<file path="src/rtl/alu_sched_pkg.sv">
// alu_sched_pkg: shared encodings for the round-robin ALU scheduler
package alu_sched_pkg;
    typedef enum logic {ST_IDLE, ST_EXEC} state_t;
    localparam logic [1:0] OP_ADD = 2'b00;
    localparam logic [1:0] OP_SUB = 2'b01;
    localparam logic [1:0] OP_MUL = 2'b10;
    localparam logic [1:0] OP_AND = 2'b11;
    localparam int RW_DEF = 8;
endpackage

</file>
<file path="src/rtl/rr_arb2.sv">
// rr_arb2: two-input round-robin arbiter, pointer breaks ties
module rr_arb2 (
    input  logic [1:0] eligible,
    input  logic       pointer,
    output logic [1:0] grant,
    output logic       idx
);
    always_comb begin
        idx   = (&eligible) ? pointer : eligible[1];
        grant = (|eligible) ? (2'b01 << idx) : 2'b00;
    end
endmodule

</file>
<file path="src/rtl/alu_rr_scheduler.sv">
// alu_rr_scheduler: shares one fixed-latency ALU between two channels with round-robin grants
module alu_rr_scheduler
    import alu_sched_pkg::*;
#(
    parameter int ALU_LAT = 1,
    parameter int RW      = RW_DEF
) (
    input  logic          wb_clk_i,
    input  logic          wb_rst_i,
    input  logic [1:0]    req_valid_i,
    output logic [1:0]    req_ready_o,
    input  logic [3:0]    req_a0_i,
    input  logic [3:0]    req_b0_i,
    input  logic [1:0]    req_sel0_i,
    input  logic [3:0]    req_a1_i,
    input  logic [3:0]    req_b1_i,
    input  logic [1:0]    req_sel1_i,
    output logic [3:0]    alu_a_o,
    output logic [3:0]    alu_b_o,
    output logic [1:0]    alu_sel_o,
    output logic          alu_start_o,
    input  logic [RW-1:0] alu_y_i,
    output logic [1:0]    rsp_valid_o,
    input  logic [1:0]    rsp_ready_i,
    output logic [RW-1:0] rsp_data0_o,
    output logic [RW-1:0] rsp_data1_o,
    output logic          busy_o,
    output logic          grant_o
);
    if (ALU_LAT < 1 || ALU_LAT > 7) begin : g_bad_lat
        $error("ALU_LAT must be in 1..7");
    end

    localparam logic [2:0] CNT_INIT = 3'(ALU_LAT - 1);

    state_t        state_q, state_d;
    logic          rr_q, rr_d, grant_q, grant_d;
    logic [2:0]    cnt_q, cnt_d;
    logic [3:0]    a_q, a_d, b_q, b_d;
    logic [1:0]    sel_q, sel_d, rsp_valid_q, rsp_valid_d;
    logic [RW-1:0] data0_q, data0_d, data1_q, data1_d;
    logic [1:0]    eligible, arb_grant;
    logic          arb_idx;

    // A slot being drained this cycle already counts as free
    assign eligible = req_valid_i & (~rsp_valid_q | rsp_ready_i) & {2{state_q == ST_IDLE}};

    rr_arb2 u_arb (
        .eligible(eligible),
        .pointer (rr_q),
        .grant   (arb_grant),
        .idx     (arb_idx)
    );

    always_comb begin
        state_d     = state_q;
        rr_d        = rr_q;
        grant_d     = grant_q;
        cnt_d       = cnt_q;
        a_d         = a_q;
        b_d         = b_q;
        sel_d       = sel_q;
        data0_d     = data0_q;
        data1_d     = data1_q;
        rsp_valid_d = rsp_valid_q & ~rsp_ready_i;
        if (state_q == ST_IDLE && |eligible) begin
            state_d = ST_EXEC;
            a_d     = arb_idx ? req_a1_i : req_a0_i;
            b_d     = arb_idx ? req_b1_i : req_b0_i;
            sel_d   = arb_idx ? req_sel1_i : req_sel0_i;
            grant_d = arb_idx;
            rr_d    = ~arb_idx;
            cnt_d   = CNT_INIT;
        end else if (state_q == ST_EXEC) begin
            if (cnt_q == 3'd0) begin
                state_d              = ST_IDLE;
                rsp_valid_d[grant_q] = 1'b1;
                data0_d              = grant_q ? data0_q : alu_y_i;
                data1_d              = grant_q ? alu_y_i : data1_q;
            end else begin
                cnt_d = cnt_q - 3'd1;
            end
        end
    end

    always_ff @(posedge wb_clk_i or posedge wb_rst_i) begin
        if (wb_rst_i) begin
            state_q     <= ST_IDLE;
            rr_q        <= 1'b0;
            grant_q     <= 1'b0;
            cnt_q       <= 3'd0;
            a_q         <= 4'd0;
            b_q         <= 4'd0;
            sel_q       <= 2'd0;
            rsp_valid_q <= 2'd0;
            data0_q     <= '0;
            data1_q     <= '0;
        end else begin
            state_q     <= state_d;
            rr_q        <= rr_d;
            grant_q     <= grant_d;
            cnt_q       <= cnt_d;
            a_q         <= a_d;
            b_q         <= b_d;
            sel_q       <= sel_d;
            rsp_valid_q <= rsp_valid_d;
            data0_q     <= data0_d;
            data1_q     <= data1_d;
        end
    end

    assign req_ready_o = arb_grant;
    assign alu_a_o     = a_q;
    assign alu_b_o     = b_q;
    assign alu_sel_o   = sel_q;
    assign alu_start_o = (state_q == ST_EXEC) && (cnt_q == CNT_INIT);
    assign busy_o      = state_q == ST_EXEC;
    assign grant_o     = grant_q;
    assign rsp_valid_o = rsp_valid_q;
    assign rsp_data0_o = data0_q;
    assign rsp_data1_o = data1_q;
endmodule

</file>
<file path="config.mk">
export PLATFORM = sky130hd
export DESIGN_NAME = alu_rr_scheduler
export DESIGN_NICKNAME = d
export VERILOG_FILES = /design/src/rtl/alu_sched_pkg.sv /design/src/rtl/rr_arb2.sv /design/src/rtl/alu_rr_scheduler.sv
export SDC_FILE = /design/constraint.sdc
export NUM_CORES = 1
export LEC_CHECK = 0
export CAP_MARGIN = 20
export CORE_ASPECT_RATIO = 0.75
export CORE_MARGIN = 1
export CORE_UTILIZATION = 43
export CTS_BUF_LIST = sky130_fd_sc_hd__clkbuf_8
export DETAILED_ROUTE_END_ITERATION = 10
export PLACE_DENSITY = 0.81
export SYNTH_ARGS = -nofsm -noshare
export SYNTH_HDL_FRONTEND = slang
export SYNTH_SLANG_ARGS = --single-unit
export TNS_END_PERCENT = 100
</file>
<file path="constraint.sdc">
create_clock -name wb_clk_i -period 1.71 [get_ports wb_clk_i]
set_input_delay 0.342 -clock wb_clk_i [delete_from_list [all_inputs] [get_ports wb_clk_i]]
set_output_delay 0.342 -clock wb_clk_i [all_outputs]
set_load 0.05 [all_outputs]
</file>
==> impl_results.md, run 1 <==
- Setup CP Type: reg2out
- Pwr per Cell Area: ~2100 nW/um2
- Layout Skew: 0.0111 ns
- Met3 global-route usage: 0.0534
- Antenna violations before repair: 0
- Synth top area cells: dfrtp_1, inv_1, mux2_4
- H-tree levels: 2
- GP Congestion: around 0.76
- FF+latch count, synth: 34
- Post-Syn Area: between 1500 and 2000 um2
- IR drop worst, VDD: approximately 1.2 mV
- Clock Tree Root: clkbuf_8
- DR vias/cell: 5.07
- Max-Cap Viols: 0
- Min cycle time layout: 1.69 ns
- Total Power: 5330 uW
- Post-CTS Hold Buffers: 0
- Layout area overhead: 58.7%
- Top-area cell type share of the netlist area: 0.543
- PortBufs: 66
- Final ANT Viol Nets: 0
- Vias in the first global route: approximately 1300
- Starting Density: 0.464
- First-pass iteration count of the detailed router: 4
- GRT overflow: 0
- WL/cell: ~16 um
- Overall routing resource usage: 0.212
- Post-place instance area: 2290 um2
- Fmax: 593 MHz
- Synth area leader: dfrtp_1
- Register Area: 852 um2
- Crit Reg-Reg Startpoint: cnt_q[0]
- CP startpoint kind: flop
- Met1 Track Usage GR: 0.270
- Synth Area in Simple Gates: 0.0870
- Sequential share of the synthesized area: 0.543
- Top Ports: between 60 and 70
- WP data arrival: 1.34 ns
- Clk slew on worst S/H paths: roughly 0.08 ns
- Status: finished, final reports clean
- Share of layout cells above drive strength 1: 0.401
- Die X: 71.7 um
- Max Slew Vio Count: 0
- Die area: 3890 um2
- Final wirelength: about 4000 um
- Worst EP required: 1.37 ns
- Layout fillers: 232
- R2R Setup Slk: 0.10 ns
- Final Hold Slack: 0.451 ns
- Synth cell types: 27
- Synth Warn #: 0
- Xor/xnor share of the synthesized area: 0.00559
- EDFF count, synth: 0
- Die height: 54.3 um
- Max-slew headroom: 0.718
- Adder-cell share of the synthesized area: 0.0160
- R2R Path End: rsp_data0_o[6]
- Min-Delay Path Class: in2async
- Reg2Reg Depth: 7
- Final Hold Viols: 0
- CTS Sinks: 34
- Largest net degree at the start of global routing: 35
- Tcrit/Tclk final: 0.987
- Synth cell count leaders: dfrtp_1, inv_1, a222oi_1
- Core box area: roughly 3400 um2
- Worst Setup End Kind: output pin
- CTS tree: built
- Vias: 1277
- Synth Area in Compound Gates: 0.101
- Max Fanout on Critical Path: 3
- Initial drt markers: 73
- Mapped Cells: 128
- Grt met2 use: 0.371
- Fin Setup TNS: 0 ns
- CTS buffer count: 5
- Dominant synthesized flop cell: dfrtp_1
- Final setup fails: 0
- Most Crowded Layer GR: met2
- Num rows: 18
- Clock Path Buffers: 2
- Post-synthesis mux area share: 0.140
- Syn avg cell area: 12.2 um2
- Multi-input gate area: 597 um2
- Critical path destination: alu_start_o
- Synthesized net count: between 150 and 200
- Post-synth ARST share: 1.00
- Drc violations: 0
- Ant diodes: 0
- Clock latency on the worst-skew pair: 0.29 ns
- Nets: 247
- Leakage: 0.00128 uW
- Final non-filler cell area: 2490 um2
- Global-route wire length before repair: 6040 um
- Largest family of logic cells by synthesized area: multiplexers
- Post-DP HPWL: 2910 um
- Crit path from: cnt_q[0]
- Worst-margin pin slew: 0.424 ns
## final cells by class
cell class | count | share of cell area
Sequential cell | 34 | 0.342
Inverter | 34 | 0.0513
Multi-Input combinational cell | 56 | 0.240
Clock buffer | 5 | 0.0277
Tap cell | 40 | 0.0201
Clock inverter | 3 | 0.0181
Timing Repair Buffer | 80 | 0.301
## layout by cell type, fill, tap and decap left out, types with 3 or more instances in the layout
master,instances
inv_1,32
a222oi_1,10
dlygate4sd2_1,3
clkdlybuf4s50_1,29
buf_4,41
buf_12,5
mux2_2,6
nand2_1,5
mux2_4,8
clkbuf_8,5
nand2b_1,3
dfrtp_1,33
## how the worst min path moves through the flow
stage | start | endpoint | slack (ns)
after detailed placement | rsp_data1_o[1] | rsp_data1_o[1] | 0.50
after global routing | wb_rst_i | rsp_data0_o[4] | 0.51
after CTS | wb_rst_i | rsp_data0_o[4] | 0.47
final | wb_rst_i | rsp_data0_o[4] | 0.45
after floorplan | rr_q | rr_q | 0.46
after global placement | rsp_data1_o[2] | rsp_data1_o[2] | 0.48
## sequential cells by signal, indices dropped and copies added (netlist names)
register     cells
rr_q             1
alu_b_o          4
busy_o           1
rsp_valid_o      2
cnt_q            3
rsp_data0_o      8
rsp_data1_o      8
alu_a_o          4
alu_sel_o        2
grant_o          1
## per-layer routing
layer	vias to the layer above	share of wire
li1	589	-
met1	620	0.42
met2	68	0.51
met3	0	0.072
met4	0	0
met5	-	0
## critical path, cell delays in order (launching register included)
cell and delay (ns):
dfrtp_1 0.37, inv_2 0.06, ha_4 0.16, ha_4 0.15, and2_4 0.17, buf_12 0.14
## power breakdown
group	internal [uW]	total, uW	leakage (uW)	switching [uW]
Sequential	1170	1430	0.000395	263
Clock	434	743	0.0000504	309
Combinational	1200	3150	0.000834	1940
Total	2810	5330	0.00128	2520
## cell families after synthesis
| kind of cell | after synthesis |
|---|---|
| and+or+nand+nor | 20 |
| DFF | 34 |
| muxes | 17 |
| adders and majority gates | 2 |
| buffers and inverters | 38 |
| xor gates and xnor gates | 1 |
| AOI/OAI and AO/OA | 16 |
## repair_timing
| item | in CTS | in global routing |
|---|---|---|
| setup buffers | 2 | 2 |
| pin swaps | 1 | 2 |
| resized for setup | 13 | 2 |
| endpoints found under the setup margin | 19 | 3 |
## through the flow
| stage | instances | util | worst slack [ns] |
|---|---|---|---|
| 2_1_floorplan | 128 | - | 0.0883 |
| 3_3_place_gp | 240 | 0.679 | -0.0588 |
| 3_5_place_dp | 240 | 0.679 | -0.149 |
| 4_1_cts | 250 | 0.731 | 0.00742 |
| 5_1_grt | 252 | 0.737 | -0.000448 |
| 6_report | 252 | 0.737 | 0.0230 |
Note: power is estimated with default switching activity, not from simulation.
==> run 2, diff against run 1 <==
Settings changed: GPL_ROUTABILITY_DRIVEN from default to 0, GPL_TIMING_DRIVEN from default to 0.
==> run 2 against run 1 <==
  * The flow now finishes with violations (setup timing)
  * Clock power is 1% higher
  * Combinational power is 6% lower
  * Fmax is 2.8% lower
  * Via count is 1.6% lower
  * Register-to-register slack better by 0.04 ns
  * Sequential share of layout area is 0.36 points lower
==> impl_results.md, run 2 (synthesis results as in run 1) <==
- Final wirelength: 3690 um (was 3970 um)
- Top Ports: 67 (unchanged)
- Clock Tree Root: clkbuf_8 (unchanged)
- Status: complete, but fails checks (was finished, final reports clean)
- Ant diodes: 0 (unchanged)
- Final setup fails: 1 (was 0)
- Post-place instance area: 2310 um2 (was 2290 um2)
- Reg2Reg Depth: 6 (was 7)
- WL/cell: 14.6 um (was 15.8 um)
- Crit Reg-Reg Startpoint: cnt_q[0] (unchanged)
- Max-Cap Viols: 0 (unchanged)
- Final Non-Filler Cells: 253 (was 252)
- Leakage: 0.00129 uW (was 0.00128 uW)
- Layout area overhead: 60.4% (was 58.7%)
- R2R Path End: rsp_data1_o[0] (was rsp_data0_o[6])
- CTS buffer count: 5 (unchanged)
- Min-Delay Path Class: in2async (unchanged)
- Final non-filler cell area: 2510 um2 (was 2490 um2)
- First-pass iteration count of the detailed router: 6 (was 4)
- Max Slew Vio Count: 0 (unchanged)
- Max Fanout on Critical Path: 5 (was 3)
- Min cycle time layout: 1.74 ns (was 1.69 ns)
- Dpl cells: 235 (was 240)
- Final ANT Viol Nets: 0 (unchanged)
- Setup CP Type: reg2out (unchanged)
- Global-route wire length before repair: 5870 um (was 6040 um)
- Vias in the first global route: 1301 (was 1252)
- CTS tree: built (unchanged)
- Sw power: 2460 uW (was 2520 uW)
- Final Hold Viols: 0 (unchanged)
- Pwr per Cell Area: 2030 nW/um2 (was 2140 nW/um2)
- Worst EP required: 1.37 ns (about the same)
- Clock latency on the worst-skew pair: 0.30 ns (was 0.29 ns)
- Comb pwr share: 0.581 (was 0.591)
- Worst Setup End Kind: output pin (unchanged)
- Core box area: 3380 um2 (unchanged)
- Clock group share of total power: 0.148 (was 0.140)
- Largest net degree at the start of global routing: 26 (was 35)
- Switching share of power: 0.482 (was 0.473)
- Die X: 71.7 um (unchanged)
- GRT overflow: 0 (unchanged)
- Drc violations: 0 (unchanged)
- DR vias/cell: 4.97 (was 5.07)
- WP data arrival: 1.39 ns (was 1.34 ns)
- Worst-margin pin slew: 0.515 ns (was 0.424 ns)
- Clock Path Buffers: 2 (unchanged)
- Num rows: 18 (unchanged)
- H-tree levels: 2 (unchanged)
- Post-DP HPWL: 2540 um (was 2910 um)
- RSZ-0062 raised after global routing: true
- Final core occ: 0.744 (was 0.737)
- Layout Skew: 0.0118 ns (was 0.0111 ns)
- Clk slew on worst S/H paths: 0.08 ns (about the same)
- Commonest non-fill, non-tap cell in the layout: dlygate4sd2_1 (was buf_4)
- Nets: 248 (was 247)
- Antenna violations before repair: 0 (unchanged)
- Vias: 1257 (was 1277)
- R2R Setup Slk: 0.14 ns (was 0.10 ns)
- Fmax: 576 MHz (was 593 MHz)
- Overall routing resource usage: 0.205 (was 0.212)
- Total Power: 5110 uW (was 5330 uW)
- Die height: 54.3 um (unchanged)
- Internal power: 2640 uW (was 2810 uW)
- Share of layout cells above drive strength 1: 0.258 (was 0.401)
- Max-slew headroom: 0.658 (was 0.718)
- Initial drt markers: 60 (was 73)
- Leading cell types in the layout, fill and taps excluded: dlygate4sd2_1, dfrtp_1, inv_1 (was buf_4, dfrtp_1, inv_1)
- Starting Density: 0.464 (unchanged)
- Failing checks: setup timing
- Sequential share of power: 0.272 (was 0.269)
- CP startpoint kind: flop (unchanged)
- Die area: 3890 um2 (unchanged)
- Worst setup margin: -0.0253 ns (was 0.0230 ns)
- CTS Sinks: 34 (unchanged)
- IR drop worst, VDD: 1.07 mV (was 1.20 mV)
- Tcrit/Tclk final: 1.01 (was 0.987)
- PortBufs: 66 (unchanged)
==> run 2: routing by layer <==
| layer | vias to the layer above | part of all wire | track usage |
|---|---|---|---|
| met3 | 3 | 0.090 | 0.0773 |
| met4 | 0 | 0.0062 | 0.0490 |
| met2 | 67 | 0.46 | 0.360 |
| met5 | - | 0 | 0 |
| li1 | 584 | - | - |
| met1 | 603 | 0.45 | 0.245 |
==> run 2: how the worst max path moves through the flow <==
| stage | depth (start not counted) | startpoint | endpoint | slack [ns] |
|---|---|---|---|---|
| 5_1_grt | 4 | busy_o | req_ready_o[1] | -0.06 |
| 4_1_cts | 4 | busy_o | req_ready_o[0] | -0.06 |
| 3_5_place_dp | 5 | req_valid_i[0] | req_ready_o[0] | -0.83 |
| 3_3_place_gp | 5 | req_valid_i[0] | req_ready_o[0] | -0.83 |
| 6_report | 4 | busy_o | req_ready_o[1] | -0.03 |
| 2_1_floorplan | 3 | rsp_valid_o[1] | req_ready_o[0] | 0.09 |
==> run 2: cell type report <==
cell class              instances  area (um2)
multi-input cells              56         594
inverters                      34         128
flip-flops and latches         34         852
plain buffers                   4        41.3
repair buffers                 77         736
well taps                      40        50.0
clock inverters                 3        45.0
clock buffers                   5        68.8
fillers                       247         863
==> run 2: worst max-delay path, stage by stage, from the launching register on <==
cell	delay (ns)
dfrtp_2	0.45
nand2b_4	0.18
a211oi_4	0.20
buf_6	0.14
buf_8	0.13
==> run 2: power groups by stage <==
stage | clock [uW] | sequential, uW | combinational, uW
after floorplan | 0 | 2610 | 866
after global placement | 0 | 1380 | 3040
after detailed placement | 0 | 1410 | 3080
after CTS | 770 | 1390 | 2920
after global routing | 804 | 1440 | 3110
final | 753 | 1390 | 2960
==> run 2: metrics by stage <==
stage	hold slack (ns)	worst slack, ns	TNS (ns)
6_report	0.382	-0.0253	-0.0253
5_1_grt	0.421	-0.0618	-0.107
4_1_cts	0.402	-0.0606	-0.118
3_5_place_dp	0.493	-0.833	-2.30
3_3_place_gp	0.477	-0.830	-6.52
2_1_floorplan	0.463	0.0883	0
==> run 2: what timing repair did <==
action,4_1_cts,5_1_grt
resized for setup,66,2
hold buffers,0,0
pin swaps,2,3
setup endpoints to repair,33,3
buffers inserted,3,7
